### src/rtl/ui_pkg.sv
// Shared definitions for the user-interface blocks (button input, LED output).
package ui_pkg;

  // Blink driver FSM encoding
  typedef enum logic [1:0] {
    IDLE = 2'd0,
    ON   = 2'd1,
    OFF  = 2'd2
  } blink_state_e;

  // Board clock and derived millisecond tick count
  localparam int unsigned CLK_HZ        = 12000000;
  localparam int unsigned CYCLES_PER_MS = CLK_HZ / 1000;

  // Larger of two unsigned values, usable in constant expressions
  function automatic int unsigned max_u(input int unsigned a, input int unsigned b);
    return (a > b) ? a : b;
  endfunction

endpackage

### src/rtl/interval_timer.sv
// Loadable down-counter that parks at zero and flags it.
module interval_timer #(
  parameter int unsigned W = 8
) (
  input  logic         clk,
  input  logic         rst,
  input  logic         load,
  input  logic [W-1:0] load_val,
  output logic         zero
);

  logic [W-1:0] count;

  // Load wins over counting; zero is registered together with the count
  always_ff @(posedge clk) begin
    if (rst) begin
      count <= '0;
      zero  <= 1'b1;
    end else if (load) begin
      count <= load_val;
      zero  <= (load_val == '0);
    end else if (count != '0) begin
      count <= count - W'(1);
      zero  <= (count == W'(1));
    end
  end

endmodule

### src/rtl/led_blink_driver.sv
// Turns single-cycle request ticks into queued, back-to-back LED blinks.
module led_blink_driver
  import ui_pkg::*;
#(
  parameter int unsigned ON_CYCLES   = 1200000,
  parameter int unsigned OFF_CYCLES  = 1200000,
  parameter int unsigned MAX_PENDING = 7,
  parameter bit          ACTIVE_LOW  = 1'b1
) (
  input  logic                               clk,
  input  logic                               rst,
  input  logic                               req_tick,
  output logic                               led_out,
  output logic                               busy,
  output logic [$clog2(MAX_PENDING+1)-1:0]   pending,
  output logic                               overflow
);

  localparam int unsigned PEND_W = $clog2(MAX_PENDING + 1);
  localparam int unsigned TMR_W  = max_u(1, $clog2(max_u(ON_CYCLES, OFF_CYCLES)));

  localparam logic LED_ACTIVE   = !ACTIVE_LOW;
  localparam logic LED_INACTIVE = ACTIVE_LOW;

  localparam logic [PEND_W-1:0] PEND_MAX  = PEND_W'(MAX_PENDING);
  localparam logic [TMR_W-1:0]  ON_LOAD   = TMR_W'(ON_CYCLES - 1);
  localparam logic [TMR_W-1:0]  OFF_LOAD  = TMR_W'(OFF_CYCLES - 1);

  blink_state_e      state;
  logic              t_zero;
  logic              start_c;
  logic              to_off_c;
  logic              t_load_c;
  logic [TMR_W-1:0]  t_val_c;

  // A blink starts from IDLE, or straight out of an expired OFF gap
  always_comb begin
    start_c  = 1'b0;
    to_off_c = 1'b0;
    if (pending != '0) begin
      start_c = (state == IDLE) || ((state == OFF) && t_zero);
    end
    to_off_c = (state == ON) && t_zero;
    t_load_c = start_c || to_off_c;
    t_val_c  = start_c ? ON_LOAD : OFF_LOAD;
  end

  interval_timer #(
    .W (TMR_W)
  ) u_timer (
    .clk      (clk),
    .rst      (rst),
    .load     (t_load_c),
    .load_val (t_val_c),
    .zero     (t_zero)
  );

  // Phase sequencing, request queue and registered outputs
  always_ff @(posedge clk) begin
    if (rst) begin
      state    <= IDLE;
      pending  <= '0;
      overflow <= 1'b0;
      busy     <= 1'b0;
      led_out  <= LED_INACTIVE;
    end else begin
      overflow <= 1'b0;
      // Simultaneous request and blink start cancel out, even when full
      if (req_tick && !start_c) begin
        if (pending < PEND_MAX) begin
          pending <= pending + PEND_W'(1);
        end else begin
          overflow <= 1'b1;
        end
      end else if (!req_tick && start_c) begin
        pending <= pending - PEND_W'(1);
      end

      case (state)
        IDLE: begin
          if (start_c) begin
            state   <= ON;
            busy    <= 1'b1;
            led_out <= LED_ACTIVE;
          end
        end
        ON: begin
          if (t_zero) begin
            state   <= OFF;
            led_out <= LED_INACTIVE;
          end
        end
        OFF: begin
          if (t_zero) begin
            if (start_c) begin
              state   <= ON;
              led_out <= LED_ACTIVE;
            end else begin
              state   <= IDLE;
              busy    <= 1'b0;
            end
          end
        end
        default: begin
          state   <= IDLE;
          busy    <= 1'b0;
          led_out <= LED_INACTIVE;
        end
      endcase
    end
  end

endmodule

### config.mk
export PLATFORM = sky130hd
export DESIGN_NAME = led_blink_driver
export DESIGN_NICKNAME = d
export VERILOG_FILES = /design/src/rtl/ui_pkg.sv /design/src/rtl/interval_timer.sv /design/src/rtl/led_blink_driver.sv
export SDC_FILE = /design/constraint.sdc
export NUM_CORES = 1
export LEC_CHECK = 0
export CAP_MARGIN = 20
export CORE_ASPECT_RATIO = 0.75
export CORE_MARGIN = 2
export CORE_UTILIZATION = 60
export CTS_CLUSTER_SIZE = 14
export DETAILED_ROUTE_END_ITERATION = 12
export HOLD_SLACK_MARGIN = 0.12
export PLACE_DENSITY_LB_ADDON = 0.2
export SLEW_MARGIN = 5
export SYNTH_ARGS = -nofsm -noshare
export SYNTH_HDL_FRONTEND = slang
export SYNTH_SLANG_ARGS = --single-unit
### constraint.sdc
create_clock -name clk -period 6.45 [get_ports clk]
set_clock_uncertainty 0.2 [all_clocks]
set_input_delay 1.29 -clock clk [delete_from_list [all_inputs] [get_ports clk]]
set_output_delay 1.29 -clock clk [all_outputs]
set_load 0.02 [all_outputs]
==> metrics.yaml, run 1 <==
outcome:
  status: "finished clean"
floorplan:
  dieArea_um2: 3020
  core.rowCount: 15
  ioPinCount: 9
  core-area_um2: 2380
  fp.dieH_um: 48.1
  die_w_um: 62.8
  start_util: 0.654
placement:
  port_buffers: 8
  gp_congestion: 0.808
  placed_area_um2: 1640
  place_ws_ns: 3.39
  dp.final_hpwl_um: 2340
synthesis:
  synth_cell_type_count: 46
  yosys-top-cells-count: "30 x dfxtp_1, 16 x a21oi_1, 14 x nor2_1"
  synth.yosys.warnings: 0
  yosys.cell_count.top_type: "dfxtp_1"
  synth_top_cell_by_area: "dfxtp_1"
  synth_ff_type: "dfxtp_1"
  syn_area_um2: 1560
  synth-edff-count: 0
  synth_nets: 184
  synth_cells: 177
  synth_top_area_share: 0.386
  synth.ff_latch_count: 30
  synth_area_per_cell_um2: 8.80
  synth_area_leaders: "dfxtp_1 39%, a21oi_1 5.1%, xor2_1 5.1%, or3_1 3.6%, nor2_1 3.4%"
  async_reset_ff_frac: 0
  ys_seq_area_frac: 0.386
critical_path:
  worstPathRequired_ns: 4.96
  start_kind: "flip-flop"
  cp_cell_sequence: "clkdlybuf4s50_1"
  cp_slowest_cell: "clkdlybuf4s50_1"
  worstPathArrival_ns: 1.47
  worstSetupPathType: "reg2out"
  crit_buf_inv: 1
  max_stage_delay_ns: 0.66
  path_delay_family: "buffers and inverters"
  critPathCaptureType: "primary output"
  cp_max_fo: 6
timing:
  worst_pin_slew_ns: 0.812
  finalCritPeriodShare: 0.459
  fmax_mhz: 338
  hold_violations: 0
  setup_violations: 0
  min_period_ns: 2.96
  tns_ns: 0
  rsz0062_at_grt: "no"
  finalWorstSetupSlack_ns: 3.49
  slew_headroom: 0.457
  report.final.slew_viol_count: 0
min_path:
  min_path_type: "reg2reg"
global_route:
  grt_pass1_vias: 1133
  grt_pass1_wl_um: 5060
  antenna_found_initial: 0
  grt_max_degree: 25
  grt_use_total: 0.228
  grt-ovfl-total: 0
finish:
  layout.nets: 190
  drive_gt1_frac: 0.0815
  finish.utilization: 0.712
  syn2layout_area_growth_pct: 9.00
  stdcell_area_um2: 1700
  antennaDiodeCount: 0
  nFillCells: 198
clock_tree:
  cts_buffer_depth: 2
  cts_setup_buffers: 0
  cts_buffers: 5
  clock_latency_ns: 0.34
  cts_tree: "yes"
  ctsResizeCount: 0
  numClockSinks: 30
  htreeDepth: 2
  path_clk_slew_ns: 0.09
  cts_root_buffer: "clkbuf_4"
  ctsHoldBuffers: 0
drt:
  num_vias: 1313
  dr.pass1.iters: 4
  drtIter0Drc: 109
  routed_wl_um: 3220
  drc_errors: 0
  wl_per_cell_um: 14.8
  ant_nets: 0
  viasPerCell: 6.02
pwr:
  vdd_drop_max_mv: 0.312
  power.leakage_uw: 0.000611
  powerDensity_nw_per_um2: 515
flow_run:
  maxCapViolations: 0
==> registers in the layout (all words and copies together), names as in the netlist <==
name / count
u_timer.zero: 1
overflow: 1
pending: 3
state: 2
u_timer.count: 21
busy: 1
led_out: 1
==> power breakdown <==
group	internal (uW)	total, uW	switching (uW)
Combinational	177	438	261
Sequential	249	321	71.8
Clock	52.7	116	63.5
==> cells by family after synthesis <==
| logic type | count (synthesis) | share of synthesized area |
|---|---|---|
| simple gates | 71 | 0.279 |
| compound gates | 41 | 0.161 |
| flops | 30 | 0.386 |
| xor+xnor | 14 | 0.0787 |
| buf+inv | 14 | 0.0394 |
| fa+ha+maj | 4 | 0.0370 |
| mux | 3 | 0.0201 |
==> placed cells by master, fill, tap and decap left out, types with 2 or more instances in the layout <==
cell	count
inv_1	5
ha_1	3
mux2i_1	2
nand4b_1	2
nand4_1	3
xnor2_1	5
o21ai_0	6
o31ai_1	4
nor3_1	8
dfxtp_1	30
a31oi_1	5
and3_1	2
nand3_1	6
or3_1	9
nor2_1	14
nor2b_1	3
nand2b_1	3
a211oi_1	2
clkbuf_4	5
a21oi_1	16
xor2_1	9
or4_1	3
nor4_1	2
clkdlybuf4s50_1	8
nand3b_1	2
nand2_1	6
==> per-stage QoR <==
step	hold WS [ns]	cells	total power (uW)
after CTS	0.292	218	875
final	0.287	218	875
after global placement	0.265	210	727
after detailed placement	0.279	210	757
after global routing	0.308	218	937
after floorplan	0.257	177	657
==> path summary, 6_finish.rpt <==
check               endpoint  slack [ns]        from  cells past startpoint
hold / removal       led_out        0.29     led_out                      2
hold reg to reg      led_out        0.29     led_out                      2
setup / recovery  pending[0]        3.49  pending[0]                      1
setup reg to reg  pending[2]        4.13  pending[0]                      7
==> final cells by class <==
type | instances | area [um^2] | share of cell area
clock buffers | 7 | 55.1 | 0.0324
clock inverters | 1 | 5.00 | 0.00295
inverters | 5 | 18.8 | 0.0111
multi-input cells | 133 | 896 | 0.528
flip-flops and latches | 30 | 601 | 0.354
well taps | 34 | 42.5 | 0.0251
repair buffers | 8 | 80.1 | 0.0472
==> layer usage <==
layer | up-vias | global-route usage | wire length, um
met1 | 614 | 0.296 | 1540
li1 | 652 | - | -
met4 | 0 | 0.133 | 76
met3 | 7 | 0.0647 | 203
met5 | - | 0 | 0
met2 | 40 | 0.355 | 1400
Power figures use the tool's default switching activity.
==> inputs of run 2 (changes only) <==
- CORE_UTILIZATION: 60 -> 58
- clock period: 6.45 -> 3 ns (I/O delays scaled with it)
==> run 2 against run 1 <==
Clock-buffer cell count is the same. Sequential power is 120% higher. Die area up 3.2%. Largest power group unchanged. Cell area rose by 1.5%. Global-route usage up 1.8 points. Highest routed layer unchanged. Routed wire length rose by 4.9%. Clock power grew 120%. Combinational power is 130% higher. Hold slack worse by 0.0030 ns. Sequential share of layout area is 0.51 points lower. Total power is 120% higher. Final cell count is 2.3% higher.
==> metrics.yaml, run 2 (synthesis results as in run 1) <==
outcome:
  status: "finished clean"
timing:
  min_period_ns: 2.28
  tns_ns: 0
  finalCritPeriodShare: 0.761
  rsz0062_at_grt: "no"
  setup_violations: 0
  finalWorstSetupSlack_ns: 0.718
  worst_pin_slew_ns: 0.544
  hold_violations: 0
  report.final.slew_viol_count: 0
  slew_headroom: 0.634
  fmax_mhz: 438
pwr:
  powerDensity_nw_per_um2: 1120
  power.leakage_uw: 0.000625
  vdd_drop_max_mv: 0.655
  p_total_uw: 1940
placement:
  place_ws_ns: 0.666
  placed_area_um2: 1660
  gp_congestion: 0.830
  port_buffers: 8
  dp.final_hpwl_um: 2420
finish:
  antennaDiodeCount: 0
  largest_reg_flops: 21
  syn2layout_area_growth_pct: 10.6
  stdcell_area_um2: 1720
  layout_commonest_cell: "dfxtp_1"
  drive_gt1_frac: 0.0963
  nFillCells: 217
  reg.largest.list: "u_timer.count (21), pending (3), state (2)"
  finish.utilization: 0.667
  layout.nets: 193
  regMostFlops: "u_timer.count"
  final_cell_mix: "30 x dfxtp_1, 16 x a21oi_1, 14 x nor2_1"
floorplan:
  fp.dieH_um: 48.9
  die_w_um: 63.8
  core.rowCount: 16
  start_util: 0.603
  core-area_um2: 2580
  dieArea_um2: 3120
  ioPinCount: 9
global_route:
  grt_max_degree: 17
  grt_pass1_wl_um: 5880
  grt_use_total: 0.245
  grt_pass1_vias: 1271
  antenna_found_initial: 0
  grt-ovfl-total: 0
drt:
  num_vias: 1326
  dr.pass1.iters: 4
  drtIter0Drc: 96
  drc_errors: 0
  viasPerCell: 5.95
  routed_wl_um: 3380
  ant_nets: 0
  wl_per_cell_um: 15.2
clock_tree:
  htreeDepth: 2
  numClockSinks: 30
  ctsResizeCount: 0
  path_clk_slew_ns: 0.09
  cts_buffer_depth: 2
  ctsHoldBuffers: 0
  cts_tree: "yes"
  cts_setup_buffers: 0
  cts_buffers: 5
  clock_latency_ns: 0.35
  cts_root_buffer: "clkbuf_4"
min_path:
  min_from: "led_out"
  min_path_type: "reg2reg"
  holdPathEnd: "led_out"
  whs_path_depth: 2
critical_path:
  worstSetupPathType: "reg2reg"
  start_kind: "flip-flop"
  worstReg2RegEnd: "u_timer.count[13]"
  worstPathArrival_ns: 2.37
  ff2ff_path_depth: 5
  r2r_start: "u_timer.count[8]"
  startpoint: "u_timer.count[8]"
  rrSetupSlack_ns: 0.72
  worstPathRequired_ns: 3.08
  critPathCaptureType: "flip-flop"
  cp_max_fo: 8
flow_run:
  maxCapViolations: 0
==> run 2: cell types whose count changed in the layout (fill, tap and decap cells not counted) <==
cell   change
buf_4      +3
==> run 2: per-layer routing <==
layer | GRT usage | vias up | share of wire
met3 | 0.0624 | 5 | 0.038
met2 | 0.368 | 29 | 0.45
met1 | 0.329 | 632 | 0.49
met5 | 0 | - | 0
li1 | - | 660 | -
met4 | 0.120 | 0 | 0.017
==> run 2: per-stage QoR <==
stage	cells	hold WS (ns)
after CTS	223	0.288
final	223	0.284
after floorplan	177	0.257
after detailed placement	215	0.270
after global placement	215	0.264
after global routing	223	0.324
==> run 2: power by group <==
part           internal [uW]  total (uW)  switching (uW)
Clock                    113         255             142
Sequential               535         694             159
Combinational            412         987             575
==> run 2: final cells by class <==
cell class,count,area [um^2],area share
multi-input combinational,133,896,0.520
tap,36,45.0,0.0261
clock inverter,1,5.00,0.00290
timing repair buffer,11,103,0.0595
clock buffer,7,55.1,0.0320
inverter,5,18.8,0.0109
sequential,30,601,0.349
==> run 2: how the worst max path moves through the flow <==
stage / slack, ns / cells after the start / endpoint
floorplan: 0.89 / 6 / u_timer.count[20]
global placement: 0.74 / 7 / pending[2]
detailed placement: 0.67 / 7 / pending[2]
CTS: 0.72 / 1 / pending[0]
global route: 0.58 / 8 / pending[2]
finish: 0.72 / 5 / u_timer.count[13]
==> run 2: worst max-delay path, cell delays in order (launching register included) <==
cell     delay (ns)
dfxtp_1        0.36
or4_4          0.65
nor4_4         0.39
nand2_1        0.15
or3_1          0.34
a21oi_1        0.13
==> inputs of run 3 (changes only) <==
- CORE_UTILIZATION: 58 -> 52
- clock period: 3 -> 1.8 ns (I/O delays scaled with it)
==> run 3 against run 2 <==
The run now ends with negative setup slack left. First-iteration DRC count increased by 17%. Fmax increased by 6.4%. Routed wire length increased by 44%. Via count increased by 21%. Cell area increased by 36%. Non-clock buffer count increased by 45. Combinational power increased to 2.8 times the previous value. Sequential share of layout area decreased by 8.6 points. Largest power group unchanged. Clock-buffer cell count increased by 1. Total power increased by 140%. Sequential cell count unchanged. Register-to-register slack got worse by 1.1 ns.
==> metrics.yaml, run 3 (synthesis results as in run 1) <==
drt:
  wl_per_cell_um: 18.0
  ant_nets: 0
  viasPerCell: 5.93
  drc_errors: 0
  num_vias: 1602
  dr.pass1.iters: 4
  routed_wl_um: 4870
  drtIter0Drc: 112
finish:
  regMostFlops: "u_timer.count"
  reg.largest.list: "u_timer.count (21), pending (3), state (2)"
  nFillCells: 162
  drive_gt1_frac: 0.435
  antennaDiodeCount: 0
  largest_reg_flops: 21
  syn2layout_area_growth_pct: 50.0
  layout_commonest_cell: "buf_4"
  final_cells: 270
  finish.utilization: 0.808
  stdcell_area_um2: 2340
  final_cell_mix: "41 x buf_4, 22 x dfxtp_1, 14 x nor2_1"
  layout.nets: 238
critical_path:
  cp_cell_sequence: "or4_4 > buf_12 > nor4_4 > a211oi_2 > xnor2_1 > a21oi_1"
  worstPathArrival_ns: 2.16
  rrSetupSlack_ns: -0.34
  cp_max_fo: 4
  start_kind: "flip-flop"
  worstSetupPathType: "reg2reg"
  critPathCaptureType: "flip-flop"
  max_stage_delay_ns: 0.61
  cp_slowest_cell: "or4_4"
  worstPathRequired_ns: 1.81
placement:
  dp_cells: 252
  dp.final_hpwl_um: 2830
  port_buffers: 8
  gp_congestion: 0.904
  placed_area_um2: 1950
timing:
  report.final.slew_viol_count: 0
  slew_headroom: 0.602
  tns_ns: -4.69
  worst_pin_slew_ns: 0.596
  finalCritPeriodShare: 1.19
  min_period_ns: 2.14
  finalWorstSetupSlack_ns: -0.344
  fmax_mhz: 466
  setup_violations: 21
  rsz0062_at_grt: "yes"
  hold_violations: 0
floorplan:
  core.rowCount: 17
  die_w_um: 67.2
  fp.dieH_um: 51.4
  start_util: 0.538
  ioPinCount: 9
  core-area_um2: 2890
  dieArea_um2: 3450
global_route:
  antenna_found_initial: 0
  grt_use_total: 0.284
  grt_max_degree: 16
  grt_pass1_vias: 1493
  grt-ovfl-total: 0
  grt_pass1_wl_um: 7120
flow_run:
  maxCapViolations: 0
pwr:
  p_total_uw: 4610
  vdd_drop_max_mv: 1.11
  power.leakage_uw: 0.000936
  powerDensity_nw_per_um2: 1970
clock_tree:
  clock_latency_ns: 0.30
  numClockSinks: 30
  cts_buffers: 5
  path_clk_slew_ns: 0.07
  cts_root_buffer: "clkbuf_8"
  ctsHoldBuffers: 0
  cts_tree: "yes"
  htreeDepth: 2
  cts_buffer_depth: 2
outcome:
  violations: "negative setup slack"
  status: "finished, violations left"
min_path:
  min_path_type: "reg2reg"
run 3: changes by cell type in the layout (fill, tap and decap cells not counted), sizes merged:
cell           change
buf               +45
clkbuf             +1
clkinv             -1
dlymetal6s2s       +2
clkdlybuf4s50      -6
dlygate4sd2        +4
run 3: worst max-delay path, delay by kind of cell, from the launching register on:
| kind | cells | cell delay, ns |
|---|---|---|
| XOR/XNOR | 1 | 0.15 |
| AO/OA/AOI/OAI | 2 | 0.34 |
| buffers and inverters | 1 | 0.17 |
| AND/OR/NAND/NOR | 2 | 0.86 |
| flip-flops | 1 | 0.33 |
run 3: path summary, 6_finish.rpt:
check	startpoint	to	cells past startpoint
hold reg to reg	led_out	led_out	2
setup reg to reg	u_timer.count[11]	u_timer.count[5]	6
hold / removal	led_out	led_out	2
setup / recovery	u_timer.count[11]	u_timer.count[5]	6
run 3: what timing repair did:
action | in CTS | in global routing
resized for setup | 29 | 19
gates cloned | 0 | 0
setup endpoints to repair | 27 | 25
buffers inserted | 5 | 5
pin swaps | 18 | 15
run 3: layer usage:
layer  track usage  up-vias  part of all wire
li1              -      751                 -
met1         0.366      764              0.44
met2         0.457       63              0.47
met3        0.0859       24             0.061
met4        0.0850        0             0.029
met5             0        -                 0
run 3: report_power, final:
group / total [uW] / switching (uW) / internal, uW
Combinational: 2790 / 1450 / 1340
Clock: 660 / 274 / 386
Sequential: 1160 / 247 / 915
run 3: area by class of cell:
| class | instances | area [um^2] | share of cell area |
|---|---|---|---|
| inverters | 5 | 18.8 | 0.00803 |
| repair buffers | 56 | 475 | 0.204 |
| well taps | 38 | 47.5 | 0.0204 |
| clock buffers | 8 | 110 | 0.0471 |
| flip-flops and latches | 30 | 613 | 0.262 |
| multi-input cells | 133 | 1070 | 0.458 |
run 3: through the flow:
stage,setup slack [ns],hold WS [ns]
2_1_floorplan,-0.254,0.239
3_3_place_gp,-0.252,0.268
3_5_place_dp,-0.285,0.267
4_1_cts,-0.270,0.304
5_1_grt,-0.381,0.325
6_report,-0.344,0.308
